$ cat config.mk
export PLATFORM = sky130hd
export DESIGN_NAME = pe_rs_multi
export DESIGN_NICKNAME = d
export VERILOG_FILES = /design/src/rtl/pe_pkg.sv /design/src/rtl/pe_mac.sv /design/src/rtl/pe_rs_multi.sv
export SDC_FILE = /design/constraint.sdc
export NUM_CORES = 1
export LEC_CHECK = 0
export BUFFER_PORTS_ARGS = -buffer_cell sky130_fd_sc_hd__buf_2
export CORE_ASPECT_RATIO = 0.5
export CORE_MARGIN = 2
export CORE_UTILIZATION = 30
export DETAILED_ROUTE_END_ITERATION = 16
export PLACE_DENSITY = 0.49
export SLEW_MARGIN = 20
export SYNTH_ARGS = -nofsm -noshare
export SYNTH_HDL_FRONTEND = slang
export SYNTH_SLANG_ARGS = --single-unit
export TNS_END_PERCENT = 10
$ cat constraint.sdc
create_clock -name clk -period 17.41 [get_ports clk]
set_input_delay 2.6115 -clock clk [delete_from_list [all_inputs] [get_ports clk]]
set_output_delay 2.6115 -clock clk [all_outputs]
set_load 0.02 [all_outputs]
$ cat src/rtl/pe_pkg.sv
// Shared types and sizing helpers for the row-stationary PE.
// Counter widths depend on module parameters, so they are derived through these functions.
package pe_pkg;

  typedef enum logic [2:0] {
    ST_IDLE,
    ST_LOAD_W,
    ST_FILL,
    ST_MAC,
    ST_ACC,
    ST_OUT,
    ST_SHIFT
  } pe_state_t;

  function automatic int unsigned cnt_width(input int unsigned n);
    return (n <= 1) ? 1 : $clog2(n);
  endfunction

  function automatic int unsigned prod_width(input int unsigned data_bits);
    return 2 * data_bits;
  endfunction

  function automatic int unsigned NUM_WEIGHTS(input int unsigned num_filt,
                                              input int unsigned kernel_size);
    return num_filt * kernel_size;
  endfunction

  localparam int unsigned DEF_DATA_BITWIDTH = 16;
  localparam int unsigned DEF_KERNEL_SIZE   = 3;
  localparam int unsigned DEF_NUM_FILT      = 4;
  localparam int unsigned DEF_ACT_SIZE      = 5;
  localparam int unsigned DEF_PROD_WIDTH    = prod_width(DEF_DATA_BITWIDTH);
  localparam int unsigned DEF_TAP_WIDTH     = cnt_width(DEF_KERNEL_SIZE);
  localparam int unsigned DEF_FILT_WIDTH    = cnt_width(DEF_NUM_FILT);
  localparam int unsigned DEF_WIN_WIDTH     = cnt_width(DEF_ACT_SIZE - DEF_KERNEL_SIZE + 1);

endpackage

$ cat src/rtl/pe_mac.sv
// Signed multiply-accumulate with a registered, wrapping accumulator.
module pe_mac
  import pe_pkg::*;
#(
  parameter int unsigned DATA_BITWIDTH = 16,
  parameter int unsigned PSUM_BITWIDTH = 32
) (
  input  logic                     clk,
  input  logic                     reset,
  input  logic                     clear,
  input  logic                     en,
  input  logic                     add_psum,
  input  logic [DATA_BITWIDTH-1:0] a,
  input  logic [DATA_BITWIDTH-1:0] b,
  input  logic [PSUM_BITWIDTH-1:0] psum,
  output logic [PSUM_BITWIDTH-1:0] acc
);

  localparam int unsigned PROD_W = prod_width(DATA_BITWIDTH);

  logic signed [PROD_W-1:0]        prod;
  logic signed [PSUM_BITWIDTH-1:0] prod_ext;

  assign prod = $signed(a) * $signed(b);
  // Size cast sign-extends or truncates the full product to the psum width.
  assign prod_ext = PSUM_BITWIDTH'(prod);

  always_ff @(posedge clk or negedge reset) begin
    if (!reset) begin
      acc <= '0;
    end else if (en) begin
      acc <= clear ? prod_ext : acc + prod_ext;
    end else if (add_psum) begin
      acc <= acc + psum;
    end
  end

endmodule

$ cat src/rtl/pe_rs_multi.sv
// Row-stationary PE: holds NUM_FILT filter rows, slides a window over one activation
// row and emits one psum per (window, filter), optionally added to an incoming psum.
module pe_rs_multi
  import pe_pkg::*;
#(
  parameter int unsigned DATA_BITWIDTH = 16,
  parameter int unsigned PSUM_BITWIDTH = 32,
  parameter int unsigned KERNEL_SIZE   = 3,
  parameter int unsigned NUM_FILT      = 4,
  parameter int unsigned ACT_SIZE      = 5
) (
  input  logic                     clk,
  input  logic                     reset,
  input  logic                     cfg_psum_acc,
  input  logic                     start,
  input  logic                     wght_valid,
  output logic                     wght_ready,
  input  logic [DATA_BITWIDTH-1:0] wght_data,
  input  logic                     act_valid,
  output logic                     act_ready,
  input  logic [DATA_BITWIDTH-1:0] act_data,
  input  logic                     psum_in_valid,
  output logic                     psum_in_ready,
  input  logic [PSUM_BITWIDTH-1:0] psum_in_data,
  output logic                     psum_out_valid,
  input  logic                     psum_out_ready,
  output logic [PSUM_BITWIDTH-1:0] psum_out_data,
  output logic                     busy,
  output logic                     load_done,
  output logic                     compute_done
);

  localparam int unsigned NW   = NUM_WEIGHTS(NUM_FILT, KERNEL_SIZE);
  localparam int unsigned NWIN = ACT_SIZE - KERNEL_SIZE + 1;
  localparam int unsigned WIW  = cnt_width(NW);
  localparam int unsigned KW   = cnt_width(KERNEL_SIZE);
  localparam int unsigned FW   = cnt_width(NUM_FILT);
  localparam int unsigned NWW  = cnt_width(NWIN);

  pe_state_t state, state_next;

  logic                     wghts_loaded;
  logic                     psum_acc_en;
  logic [DATA_BITWIDTH-1:0] wght_mem [NW];
  logic [DATA_BITWIDTH-1:0] win      [KERNEL_SIZE];
  logic [WIW-1:0]           wr_idx;
  logic [WIW-1:0]           rd_idx;
  logic [KW-1:0]            fill_cnt;
  logic [KW-1:0]            tap;
  logic [FW-1:0]            filt;
  logic [NWW-1:0]           win_idx;

  logic mac_clear, mac_en, mac_add;
  logic last_wght, last_fill, last_tap, last_filt, last_win;

  assign last_wght = (wr_idx   == WIW'(NW - 1));
  assign last_fill = (fill_cnt == KW'(KERNEL_SIZE - 1));
  assign last_tap  = (tap      == KW'(KERNEL_SIZE - 1));
  assign last_filt = (filt     == FW'(NUM_FILT - 1));
  assign last_win  = (win_idx  == NWW'(NWIN - 1));

  assign busy = (state != ST_IDLE);

  always_comb begin
    state_next     = state;
    wght_ready     = 1'b0;
    act_ready      = 1'b0;
    psum_in_ready  = 1'b0;
    psum_out_valid = 1'b0;
    mac_clear      = 1'b0;
    mac_en         = 1'b0;
    mac_add        = 1'b0;
    unique case (state)
      ST_IDLE: begin
        if (wght_valid)                 state_next = ST_LOAD_W;
        else if (start && wghts_loaded) state_next = ST_FILL;
      end
      ST_LOAD_W: begin
        wght_ready = 1'b1;
        if (wght_valid && last_wght) state_next = ST_IDLE;
      end
      ST_FILL: begin
        act_ready = 1'b1;
        if (act_valid && last_fill) state_next = ST_MAC;
      end
      ST_MAC: begin
        mac_en    = 1'b1;
        mac_clear = (tap == '0);
        if (last_tap) state_next = ST_ACC;
      end
      ST_ACC: begin
        if (psum_acc_en) begin
          psum_in_ready = 1'b1;
          if (psum_in_valid) begin
            mac_add    = 1'b1;
            state_next = ST_OUT;
          end
        end else begin
          state_next = ST_OUT;
        end
      end
      ST_OUT: begin
        psum_out_valid = 1'b1;
        if (psum_out_ready) begin
          if (!last_filt)     state_next = ST_MAC;
          else if (!last_win) state_next = ST_SHIFT;
          else                state_next = ST_IDLE;
        end
      end
      ST_SHIFT: begin
        act_ready = 1'b1;
        if (act_valid) state_next = ST_MAC;
      end
      default: state_next = ST_IDLE;
    endcase
  end

  // rd_idx walks f*KERNEL_SIZE+k linearly across all filters of one window.
  always_ff @(posedge clk or negedge reset) begin
    if (!reset) begin
      state        <= ST_IDLE;
      wghts_loaded <= 1'b0;
      psum_acc_en  <= 1'b0;
      load_done    <= 1'b0;
      compute_done <= 1'b0;
      wr_idx       <= '0;
      rd_idx       <= '0;
      fill_cnt     <= '0;
      tap          <= '0;
      filt         <= '0;
      win_idx      <= '0;
    end else begin
      state        <= state_next;
      load_done    <= 1'b0;
      compute_done <= 1'b0;
      unique case (state)
        ST_IDLE: begin
          if (wght_valid) begin
            wr_idx <= '0;
          end else if (start && wghts_loaded) begin
            psum_acc_en <= cfg_psum_acc;
            fill_cnt    <= '0;
            win_idx     <= '0;
          end
        end
        ST_LOAD_W: begin
          if (wght_valid) begin
            if (last_wght) begin
              wr_idx       <= '0;
              load_done    <= 1'b1;
              wghts_loaded <= 1'b1;
            end else begin
              wr_idx <= wr_idx + 1'b1;
            end
          end
        end
        ST_FILL: begin
          if (act_valid) begin
            fill_cnt <= fill_cnt + 1'b1;
            if (last_fill) begin
              tap    <= '0;
              filt   <= '0;
              rd_idx <= '0;
            end
          end
        end
        ST_MAC: begin
          rd_idx <= rd_idx + 1'b1;
          tap    <= last_tap ? '0 : tap + 1'b1;
        end
        ST_OUT: begin
          if (psum_out_ready) begin
            if (!last_filt)    filt <= filt + 1'b1;
            else if (last_win) compute_done <= 1'b1;
          end
        end
        ST_SHIFT: begin
          if (act_valid) begin
            win_idx <= win_idx + 1'b1;
            filt    <= '0;
            tap     <= '0;
            rd_idx  <= '0;
          end
        end
        default: ;
      endcase
    end
  end

  always_ff @(posedge clk) begin
    if (wght_ready && wght_valid) wght_mem[wr_idx] <= wght_data;
    if (act_ready && act_valid) begin
      for (int unsigned i = 0; i + 1 < KERNEL_SIZE; i++) win[i] <= win[i+1];
      win[KERNEL_SIZE-1] <= act_data;
    end
  end

  pe_mac #(
    .DATA_BITWIDTH(DATA_BITWIDTH),
    .PSUM_BITWIDTH(PSUM_BITWIDTH)
  ) u_mac (
    .clk      (clk),
    .reset    (reset),
    .clear    (mac_clear),
    .en       (mac_en),
    .add_psum (mac_add),
    .a        (wght_mem[rd_idx]),
    .b        (win[tap]),
    .psum     (psum_in_data),
    .acc      (psum_out_data)
  );

endmodule

Word-level counts from Yosys, hierarchy flattened

Memories as Yosys holds them, arrays and structs flattened.
Cells that the tools add are included.

Add/subtract/negate cells: 8
Multiply operators: 1
Eq/ne operators: 25
Mux-type cells: 58
Bitwise logic cells: 1
Reduce and logical (&&, ||, !) cells: 23

Operators with widths:

| cell                  | count |
|---|---|
| $mux W32              | 3 |
| $add A32 B32 Y32      | 2 |
| $mux W3               | 11 |
| $mul A16 B16 Y32      | 1 |
| $mux W4               | 6 |
| $ne A2 B2 Y1 const B  | 12 |
| $mux W1               | 21 |
| $pmux W3 S7           | 1 |
| $mux W2               | 10 |
| $pmux W2 S3           | 2 |
| $pmux W4 S3           | 1 |
| $reduce_and A4 Y1     | 3 |
| $eq A3 B3 Y1 const B  | 3 |
| $reduce_and A3 Y1     | 3 |
| $reduce_bool A3 Y1    | 3 |
| $add A2 B1 Y2 const B | 4 |
| $add A4 B1 Y4 const B | 2 |
| $eq A2 B2 Y1 const B  | 4 |
| $pmux W2 S2           | 2 |
| $pmux W4 S2           | 1 |
| $reduce_bool A2 Y1    | 4 |
| $reduce_and A7 Y1     | 1 |
| $eq A3 B2 Y1 const B  | 2 |
| $ne A3 B3 Y1 const B  | 2 |
| 8 further kinds       | 12 |

Register bits: 55
Memory bits (writable): 240
Output and inout port bits: 39
Logic and storage cells: 130
Memories: 2

Memories:

| memory   | words | bits a word | read ports | clocked after memory_dff | write ports | line              | text |
|---|---|---|---|---|---|---|---|
| wght_mem | 12    | 16          | 1          | 0                        | 1           | pe_rs_multi.sv:44 | `logic [DATA_BITWIDTH-1:0] wght_mem [NW];` |
| win      | 3     | 16          | 3          | 0                        | 3           | pe_rs_multi.sv:45 | `logic [DATA_BITWIDTH-1:0] win [KERNEL_SIZE];` |

Depth between registers and ports, before layout

Gate-level depths: netlist (run 1).

Word-level depth: 6
Mapped depth: 40

By module

Synthesis (run 1) repeated with hierarchy kept, for this count alone.

Cells, all modules: 2251
Area total of the unflattened synthesis: 24987.7 um2

Modules (own cells, without submodules):

| module      | times used | cells an instance | area an instance (um2) | seq. area each (um2) |
|---|---|---|---|---|
| pe_mac      | 1          | 1677              | 14565.2                | 800.8 |
| pe_rs_multi | 1          | 574               | 10422.5                | 7782.5 |

Worst setup path before layout (run 1)

No wires, ideal clock.

Path type: reg2reg
Start: reg rd_idx[0]
End: reg u_mac.acc[31]
Setup time: 137 ps
Arrival: 8872 ps
Slack: 8401 ps
Cell stages (with the launch flop): 34
Buffers on the path: 3
Clock period less this slack: 9009 ps
Path through: dfrtp_1 clkbuf_1 buf_2 buf_2 mux4_2 mux2i_1 o21a_1 nor2_1 fa_1 inv_1 fa_1 fa_1 fa_1 inv_1 fa_1 inv_1 fa_1 inv_1 ha_1 a21oi_1 a21boi_0 o21ai_0 xnor2_1 ha_1 and3_4 nand4_4 nor2_2 a311oi_2 a211o_1 o311a_1 or3_1 a21oi_2 xor2_1 o211ai_1

Cells in the longest elaborated chain, start to end: 5

Ends and longest elaborated chain:

| element                | line               | text |
|---|---|---|
| from (decl)            | pe_rs_multi.sv:47  | `logic [WIW-1:0] rd_idx;` |
| from (signal assigned) | pe_rs_multi.sv:168 | `rd_idx <= rd_idx + 1'b1;` |
| $mem_v2 Z12 W16 *      | -                  |  |
| $mul A16 B16 Y32 *     | pe_mac.sv:24       | `assign prod = $signed(a) * $signed(b);` |
| $add A32 B32 Y32       | pe_mac.sv:32       | `acc <= clear ? prod_ext : acc + prod_ext;` |
| $mux W32 *             | pe_mac.sv:32       |  |
| $mux W32 *             | pe_mac.sv:31       | `end else if (en) begin` |
| to (signal assigned)   | pe_mac.sv:32       |  |
| to (signal assigned)   | pe_mac.sv:34       | `acc <= acc + psum;` |
| to (decl)              | pe_mac.sv:16       | `output logic [PSUM_BITWIDTH-1:0] acc` |

Mark *: on every way between the ends. The rest lies on a longest branch, timed or not.
A chain may end at the register's enable or synchronous reset.

Worst setup path after layout (run 1)

Start: reg rd_idx[0]
End: reg u_mac.acc[30]

Same word-level chain as after synthesis.

==> flow_summary.json, run 1 <==
{
  "run_status": "completed",
  "dr_total_vias": 16760,
  "cts_hold_repair.buffers": 0,
  "r2r-start": "rd_idx[0]",
  "nNetsFinal": 2871,
  "final.setup.tns_ns": 0,
  "slew_violations": 0,
  "cts_root_buffer": "sky130_fd_sc_hd__clkbuf_16",
  "post_cts_resize_count": 0,
  "detail_route.wirelength_mm": 61.57,
  "finalHoldViolCount": 0,
  "critPathSlowestCell": "sky130_fd_sc_hd__dfrtp_4",
  "port-buffer-count": 110,
  "max_cap_violations": 0,
  "num_antenna_cells": 0,
  "final.setup_skew_ns": 0.03285,
  "pre_cts_ws_ns": 7.013,
  "final.min_clock_period_ns": 10.51,
  "start_util_pct": 30.25,
  "synth-edff-count": 240,
  "grt_antenna_before_repair": 1,
  "area_growth_syn_to_layout_pct": 12.00,
  "drive_gt1_share_pct": 11.27,
  "grt_setup_unrepaired": "false",
  "globalRouteTotalUtil_pct": 14.67,
  "grt-ovfl-total": 0,
  "post_cts_buffers": 0,
  "top_level_ports": 111,
  "critPathLaunch": "rd_idx[0]",
  "path_max_fanout": 31,
  "synth.distinct_cells": 74,
  "die_w_microns": 409.4,
  "detailedRoute.firstPassIterationCount": 5,
  "setup_viol_count_final": 0,
  "period_share_pct": 60.38,
  "synth_top_flop_cell": "sky130_fd_sc_hd__edfxtp_1",
  "drc_errors": 0,
  "placementRows": 74,
  "cts.path.max_buffers": 3,
  "worst_slew_margin_rel_pct": 25.85,
  "syn-cell-area_sq_mm": 0.02465,
  "postSynthRegisterBits": 295,
  "viasPerCell": 4.779,
  "synth_area_per_inst_sq_um": 10.83,
  "postRouteAntennaNets": 0,
  "postLayoutSetupSlackWorst_ns": 6.898,
  "worst_hold_path_type": "reg -> reg",
  "postSynthCellCount": 2276,
  "mapped_nets": 2766,
  "die_h_microns": 206.7,
  "seq_area_frac_synth_pct": 34.82,
  "drt_iter0_drc": 1111,
  "endpoint_class_of_the_critical_path": "flip-flop",
  "first_global_vias": 17420,
  "tritoncts_num_sinks": 295,
  "wl_per_cell_microns": 17.56,
  "htreeDepth": 1,
  "die_area_sq_mm": 0.08461,
  "worst-endpoint-required_ns": 17.91,
  "detailedPlacementHpwl_mm": 47.04,
  "grt_max_degree": 56,
  "tightestPinTransition_ns": 1.112,
  "finalWeightedCongestion": 0.8498,
  "place.detailed.instances": 3451,
  "synth-warning-count": 0,
  "worstPathArrival_ns": 11.01,
  "clk-insertion-delay-late_ns": 0.61,
  "core_sq_mm": 0.08148,
  "cts.reportedPaths.clkPinSlew_ns": 0.06,
  "proportion_of_register_bits_with_asynchronous_set_or_reset_after_synthesis_pct": 18.64,
  "cts_tree": "done",
  "crit_type": "reg -> reg",
  "max_clock_freq_ghz": 0.09513,
  "worst_path_max_stage_delay_ns": 0.68,
  "instances_no_fill": 3507,
  "grt_first_pass_wirelength_mm": 97.58,
  "cts-buffers-inserted": 30,
  "timing.critical_path.from_type": "flip-flop",
  "hold_start": "win[2][12]",
  "critical-path-top-cell-by-count": "sky130_fd_sc_hd__fa_1"
}
## layout by cell type, fill, tap and decap left out, types with 14 or more instances in the layout
cell type                   synthesis  layout
sky130_fd_sc_hd__fa_1             264     264
sky130_fd_sc_hd__buf_2              6     110
sky130_fd_sc_hd__ha_1             154     154
sky130_fd_sc_hd__o211ai_1          14      14
sky130_fd_sc_hd__o21a_1            43      43
sky130_fd_sc_hd__buf_4              0      35
sky130_fd_sc_hd__xor2_1            30      30
sky130_fd_sc_hd__nand2_1          223     223
sky130_fd_sc_hd__nor2_1           221     220
sky130_fd_sc_hd__nand2b_1          16      16
sky130_fd_sc_hd__a21oi_1          108     105
sky130_fd_sc_hd__nand3_1           20      20
sky130_fd_sc_hd__o21ai_0           64      64
sky130_fd_sc_hd__a21o_1            37      37
sky130_fd_sc_hd__mux2i_1           36      36
sky130_fd_sc_hd__mux4_2            48      48
sky130_fd_sc_hd__edfxtp_1         240     240
sky130_fd_sc_hd__nor3_1            36      35
sky130_fd_sc_hd__dfrtp_1           55      53
sky130_fd_sc_hd__and2_1            19      17
sky130_fd_sc_hd__a211oi_1          29      29
sky130_fd_sc_hd__o21ai_1           20      20
sky130_fd_sc_hd__inv_1            328     328
sky130_fd_sc_hd__xnor2_1           56      56
sky130_fd_sc_hd__clkbuf_16          0      30
sky130_fd_sc_hd__a31oi_1           20      20
## worst paths after layout
kind	endpoint	slack, ns	depth (start not counted)
worst max-delay path	u_mac.acc[30]	6.90	34
worst min-delay path	win[1][12]	0.45	0
worst max register to register	u_mac.acc[30]	6.90	34
worst min register to register	win[1][12]	0.45	0
max in group asynchronous	rd_idx[0]	14.66	2
min in group asynchronous	psum_acc_en	2.16	2
## worst max-delay path: cells and delay by family (launching register included)
kind                     cells  cell delay (ns)
multiplexers                 2             0.89
XOR/XNOR                     2             0.31
AO/OA/AOI/OAI               11             3.11
flip-flops                   1             0.68
AND/OR/NAND/NOR              6             1.02
buffers and inverters        5             0.79
adder cells (fa/ha/maj)      8             3.52
## area by class of cell
cell class / instances / area [sq um]
Clock buffer: 34 / 765.7
Sequential cell: 295 / 8588
Clock inverter: 22 / 246.5
Tap cell: 1102 / 1379
Timing Repair Buffer: 145 / 813.3
Multi-Input combinational cell: 1580 / 14580
Fill cell: 8337 / 53870
Inverter: 329 / 1235
## kinds of logic (layout without fill, tap and decap cells)
family / after synthesis / count (layout) / share of synthesized area [%]
buffers and inverters: 401 / 530 / 6.137
muxes: 85 / 85 / 5.893
xor gates and xnor gates: 86 / 86 / 3.056
and+or+nand+nor: 589 / 589 / 10.31
AOI/OAI and AO/OA: 402 / 402 / 10.53
adders and majority gates: 418 / 418 / 29.26
DFF: 295 / 295 / 34.82
## metrics by stage
step	cell area, sq um	utilization (%)	hold slack, ns
floorplan	24650	-	0.4261
global placement	26590	32.64	0.4301
detailed placement	26590	32.64	0.4346
CTS	27610	33.88	0.4492
global route	27610	33.88	0.4575
finish	27610	33.88	0.4486
## flip-flops by register name (all words and copies together) (netlist names)
register and count:
load_done 1, psum_acc_en 1, fill_cnt 2, tap 2, rd_idx 4, filt 2
u_mac.acc 32, state 3, wr_idx 4, wght_mem 192, win_idx 2, compute_done 1
win 48, wghts_loaded 1
## metal layers
metal  global-route usage [%]  vias to the layer above  part of all wire (%)
met1                    19.75                     8483                    45
met3                    2.478                       72                   4.5
met2                    24.93                      265                    48
met4                    3.204                        2                   2.1
li1                         -                     7937                     -
met5                        0                        -                 0.021
## cell usage after synthesis (5+ instances only)
master / count / area (sq um)
sky130_fd_sc_hd__nor2b_1: 10 / 62.56
sky130_fd_sc_hd__nor3_1: 36 / 180.2
sky130_fd_sc_hd__nand4_1: 5 / 31.28
sky130_fd_sc_hd__a21o_1: 37 / 277.8
sky130_fd_sc_hd__or2_2: 10 / 62.56
sky130_fd_sc_hd__o22ai_1: 6 / 37.54
sky130_fd_sc_hd__buf_1: 6 / 22.52
sky130_fd_sc_hd__dfrtp_1: 55 / 1376
sky130_fd_sc_hd__inv_1: 328 / 1231
sky130_fd_sc_hd__clkbuf_1: 60 / 225.2
sky130_fd_sc_hd__o21ai_1: 20 / 100.1
sky130_fd_sc_hd__o211ai_1: 14 / 105.1
sky130_fd_sc_hd__nor2_1: 221 / 829.6
sky130_fd_sc_hd__mux2i_1: 36 / 360.4
sky130_fd_sc_hd__buf_2: 6 / 30.03
sky130_fd_sc_hd__and2_1: 19 / 118.9
sky130_fd_sc_hd__nand3_1: 20 / 100.1
sky130_fd_sc_hd__fa_1: 264 / 5285
sky130_fd_sc_hd__a31oi_1: 20 / 125.1
sky130_fd_sc_hd__and3_1: 6 / 37.54
sky130_fd_sc_hd__nand2b_1: 16 / 100.1
sky130_fd_sc_hd__a2111oi_0: 6 / 52.55
sky130_fd_sc_hd__xor2_1: 30 / 262.8
sky130_fd_sc_hd__a21oi_1: 108 / 540.5
sky130_fd_sc_hd__nand2_1: 223 / 837.1
sky130_fd_sc_hd__edfxtp_1: 240 / 7207
sky130_fd_sc_hd__mux4_2: 48 / 1081
sky130_fd_sc_hd__o21bai_1: 11 / 82.58
sky130_fd_sc_hd__a211oi_1: 29 / 217.7
sky130_fd_sc_hd__ha_1: 154 / 1927
sky130_fd_sc_hd__o21a_1: 43 / 322.8
sky130_fd_sc_hd__xnor2_1: 56 / 490.5
sky130_fd_sc_hd__o21ai_0: 64 / 320.3
Power of run 1 is not shown: default switching activity piles up to over one toggle a cycle in this logic, so the estimate is an artifact.
==> run 2: changes to the inputs <==
ABC_AREA = 1   (was not set)
clock period = 10.05 ns   (was 17.41 ns; I/O delays follow)
==> flow_summary.json, run 2 <==
{
  "critical_path.n_buffers_inverters": 6,
  "most-common-layout-cells": "sky130_fd_sc_hd__nand2_1, sky130_fd_sc_hd__inv_1, sky130_fd_sc_hd__nor2_1",
  "period_share_pct": 93.62,
  "worst_path_dominant_cell_family": "adder cells",
  "area_growth_syn_to_layout_pct": 12.29,
  "run_status": "completed",
  "max_cap_violations": 0,
  "die_h_microns": 214.8,
  "grt-ovfl-total": 0,
  "die_w_microns": 425.6,
  "synth-edff-count": 240,
  "finalWeightedCongestion": 0.9534,
  "cts.reportedPaths.clkPinSlew_ns": 0.06,
  "top_level_ports": 111,
  "core_sq_mm": 0.08815,
  "cts-buffers-inserted": 34,
  "drc_errors": 0,
  "synth_top_flop_cell": "sky130_fd_sc_hd__edfxtp_1",
  "worstPathArrival_ns": 9.86,
  "port-buffer-count": 110,
  "start_util_pct": 30.25,
  "hold_start": "win[2][2]",
  "cts_hold_repair.buffers": 0,
  "worst_path_max_stage_delay_ns": 0.69,
  "drt_iter0_drc": 1719,
  "synth.distinct_cells": 49,
  "detailedPlacementHpwl_mm": 67.13,
  "critical_path_cell_count": 37,
  "largest_register_by_flop_count": "wght_mem",
  "clk-insertion-delay-late_ns": 0.62,
  "r2r-start": "rd_idx[0]",
  "grt_first_pass_wirelength_mm": 133.1,
  "endpoint_class_of_the_critical_path": "flip-flop",
  "nNetsFinal": 3786,
  "setup.reg_to_reg.worst_slack_ns": 0.64,
  "die_area_sq_mm": 0.09143,
  "first_global_vias": 22110,
  "grt_setup_unrepaired": "false",
  "grt_max_degree": 56,
  "seq_area_frac_synth_pct": 32.19,
  "synthTopCellsByArea": "sky130_fd_sc_hd__edfxtp_1, sky130_fd_sc_hd__fa_1, sky130_fd_sc_hd__nand2_1, sky130_fd_sc_hd__inv_1, sky130_fd_sc_hd__ha_1",
  "final.setup.tns_ns": 0,
  "timing.rr.end": "u_mac.acc[29]",
  "htreeDepth": 2,
  "rr_worst_depth": 37,
  "tightestPinTransition_ns": 0.8529,
  "tritoncts_num_sinks": 295,
  "grt_antenna_before_repair": 9,
  "worst_hold_path_type": "reg -> reg",
  "timing.critical_path.from_type": "flip-flop",
  "worst-endpoint-required_ns": 10.50,
  "synth_most_common_cell": "sky130_fd_sc_hd__nand2_1",
  "synth.cells.most_frequent": "sky130_fd_sc_hd__nand2_1, sky130_fd_sc_hd__inv_1, sky130_fd_sc_hd__nor2_1, sky130_fd_sc_hd__fa_1, sky130_fd_sc_hd__edfxtp_1",
  "postSynthRegisterBits": 295,
  "critical_path.endpoint": "u_mac.acc[29]",
  "nFillCells": 9251,
  "syn-cell-area_sq_mm": 0.02666,
  "max_clock_freq_ghz": 0.1063,
  "setup_viol_count_final": 0,
  "final.min_clock_period_ns": 9.408,
  "postLayoutSetupSlackWorst_ns": 0.6417,
  "dr_total_vias": 21770,
  "critPathSlowestCell": "sky130_fd_sc_hd__dfrtp_2",
  "netlist.area_leader.share_pct": 27.03,
  "post_cts_buffers": 0,
  "pre_cts_ws_ns": 0.6941,
  "postRouteAntennaNets": 0,
  "critPathLaunch": "rd_idx[0]",
  "synth_top_cell_by_area": "sky130_fd_sc_hd__edfxtp_1",
  "critical-path-top-cell-by-count": "sky130_fd_sc_hd__nand2_1",
  "mapped_nets": 3661,
  "proportion_of_register_bits_with_asynchronous_set_or_reset_after_synthesis_pct": 18.64,
  "postSynthCellCount": 3171,
  "detail_route.wirelength_mm": 85.79,
  "cts.path.max_buffers": 3,
  "detailedRoute.firstPassIterationCount": 5,
  "slew_violations": 0,
  "crit_type": "reg -> reg",
  "globalRouteTotalUtil_pct": 18.91,
  "synth-warning-count": 0,
  "mostFrequentLayoutCell": "sky130_fd_sc_hd__nand2_1",
  "placementRows": 77,
  "reg.largest.list": "wght_mem x192, win x48, u_mac.acc x32",
  "cts_root_buffer": "sky130_fd_sc_hd__clkbuf_16",
  "viasPerCell": 4.826,
  "cts_tree": "done",
  "worst_slew_margin_rel_pct": 43.14,
  "wl_per_cell_microns": 19.02,
  "synth_area_per_inst_sq_um": 8.409,
  "finalHoldViolCount": 0,
  "final.setup_skew_ns": 0.07971,
  "number_of_flip_flops_in_the_largest_register": 192,
  "post_cts_resize_count": 0,
  "path_max_fanout": 50,
  "drive_gt1_share_pct": 9.033
}
[run 2: cell types whose count changed after synthesis, sizes merged, moves of 36 or more]
cell   previous run  this run
nand2           223       646
nor2            222       483
inv             328       558
nand3            20       131
o21ai            84       171
xnor2            56         7
mux4             48         0
mux2i            36         0
[run 2: cell families (layout without fill, tap and decap cells)]
logic type / count (synthesis) / after routing / share of synthesized area (%)
simple gates: 1365 / 1365 / 20.89
other cells: 0 / 4 / 0
fa+ha+maj: 418 / 418 / 27.05
flops: 295 / 295 / 32.19
compound gates: 426 / 426 / 9.535
xor+xnor: 37 / 37 / 1.215
buf+inv: 630 / 780 / 9.127
[run 2: through the flow]
step | cell area [sq um] | std cells | utilization, % | hold slack (ns)
6_report | 29940 | 4510 | 33.96 | 0.4497
5_1_grt | 29930 | 4507 | 33.96 | 0.4667
4_1_cts | 29930 | 4506 | 33.95 | 0.4525
3_5_place_dp | 28850 | 4445 | 32.73 | 0.4361
3_3_place_gp | 28850 | 4445 | 32.73 | 0.4340
2_1_floorplan | 26660 | 3171 | - | 0.4268
[run 2: worst min-delay path by stage]
stage	end	slack (ns)	cells after the start
after floorplan	win[1][0]	0.43	0
after global placement	win[0][9]	0.43	0
after detailed placement	win[0][8]	0.44	0
after CTS	win[0][1]	0.45	0
after global routing	win[0][1]	0.47	0
final	win[1][2]	0.45	0
[run 2: area by class of cell]
class,instances,area [sq um],area share [%]
well taps,1185,1483,4.952
inverters,559,2098,7.008
diodes,4,10.01,0.03343
repair buffers,160,950.9,3.176
clock buffers,39,869.6,2.904
multi-input cells,2246,15730,52.54
clock inverters,22,212.7,0.7104
flip-flops and latches,295,8584,28.67
[run 2: per-layer routing]
layer	vias up	wire length, microns	GRT usage [%]
met3	128	3996	2.895
met1	10710	40300	26.14
met5	-	48	0
li1	10440	-	-
met4	8	2526	5.556
met2	484	38920	30.56
Power of run 2 is left out for the same reason.
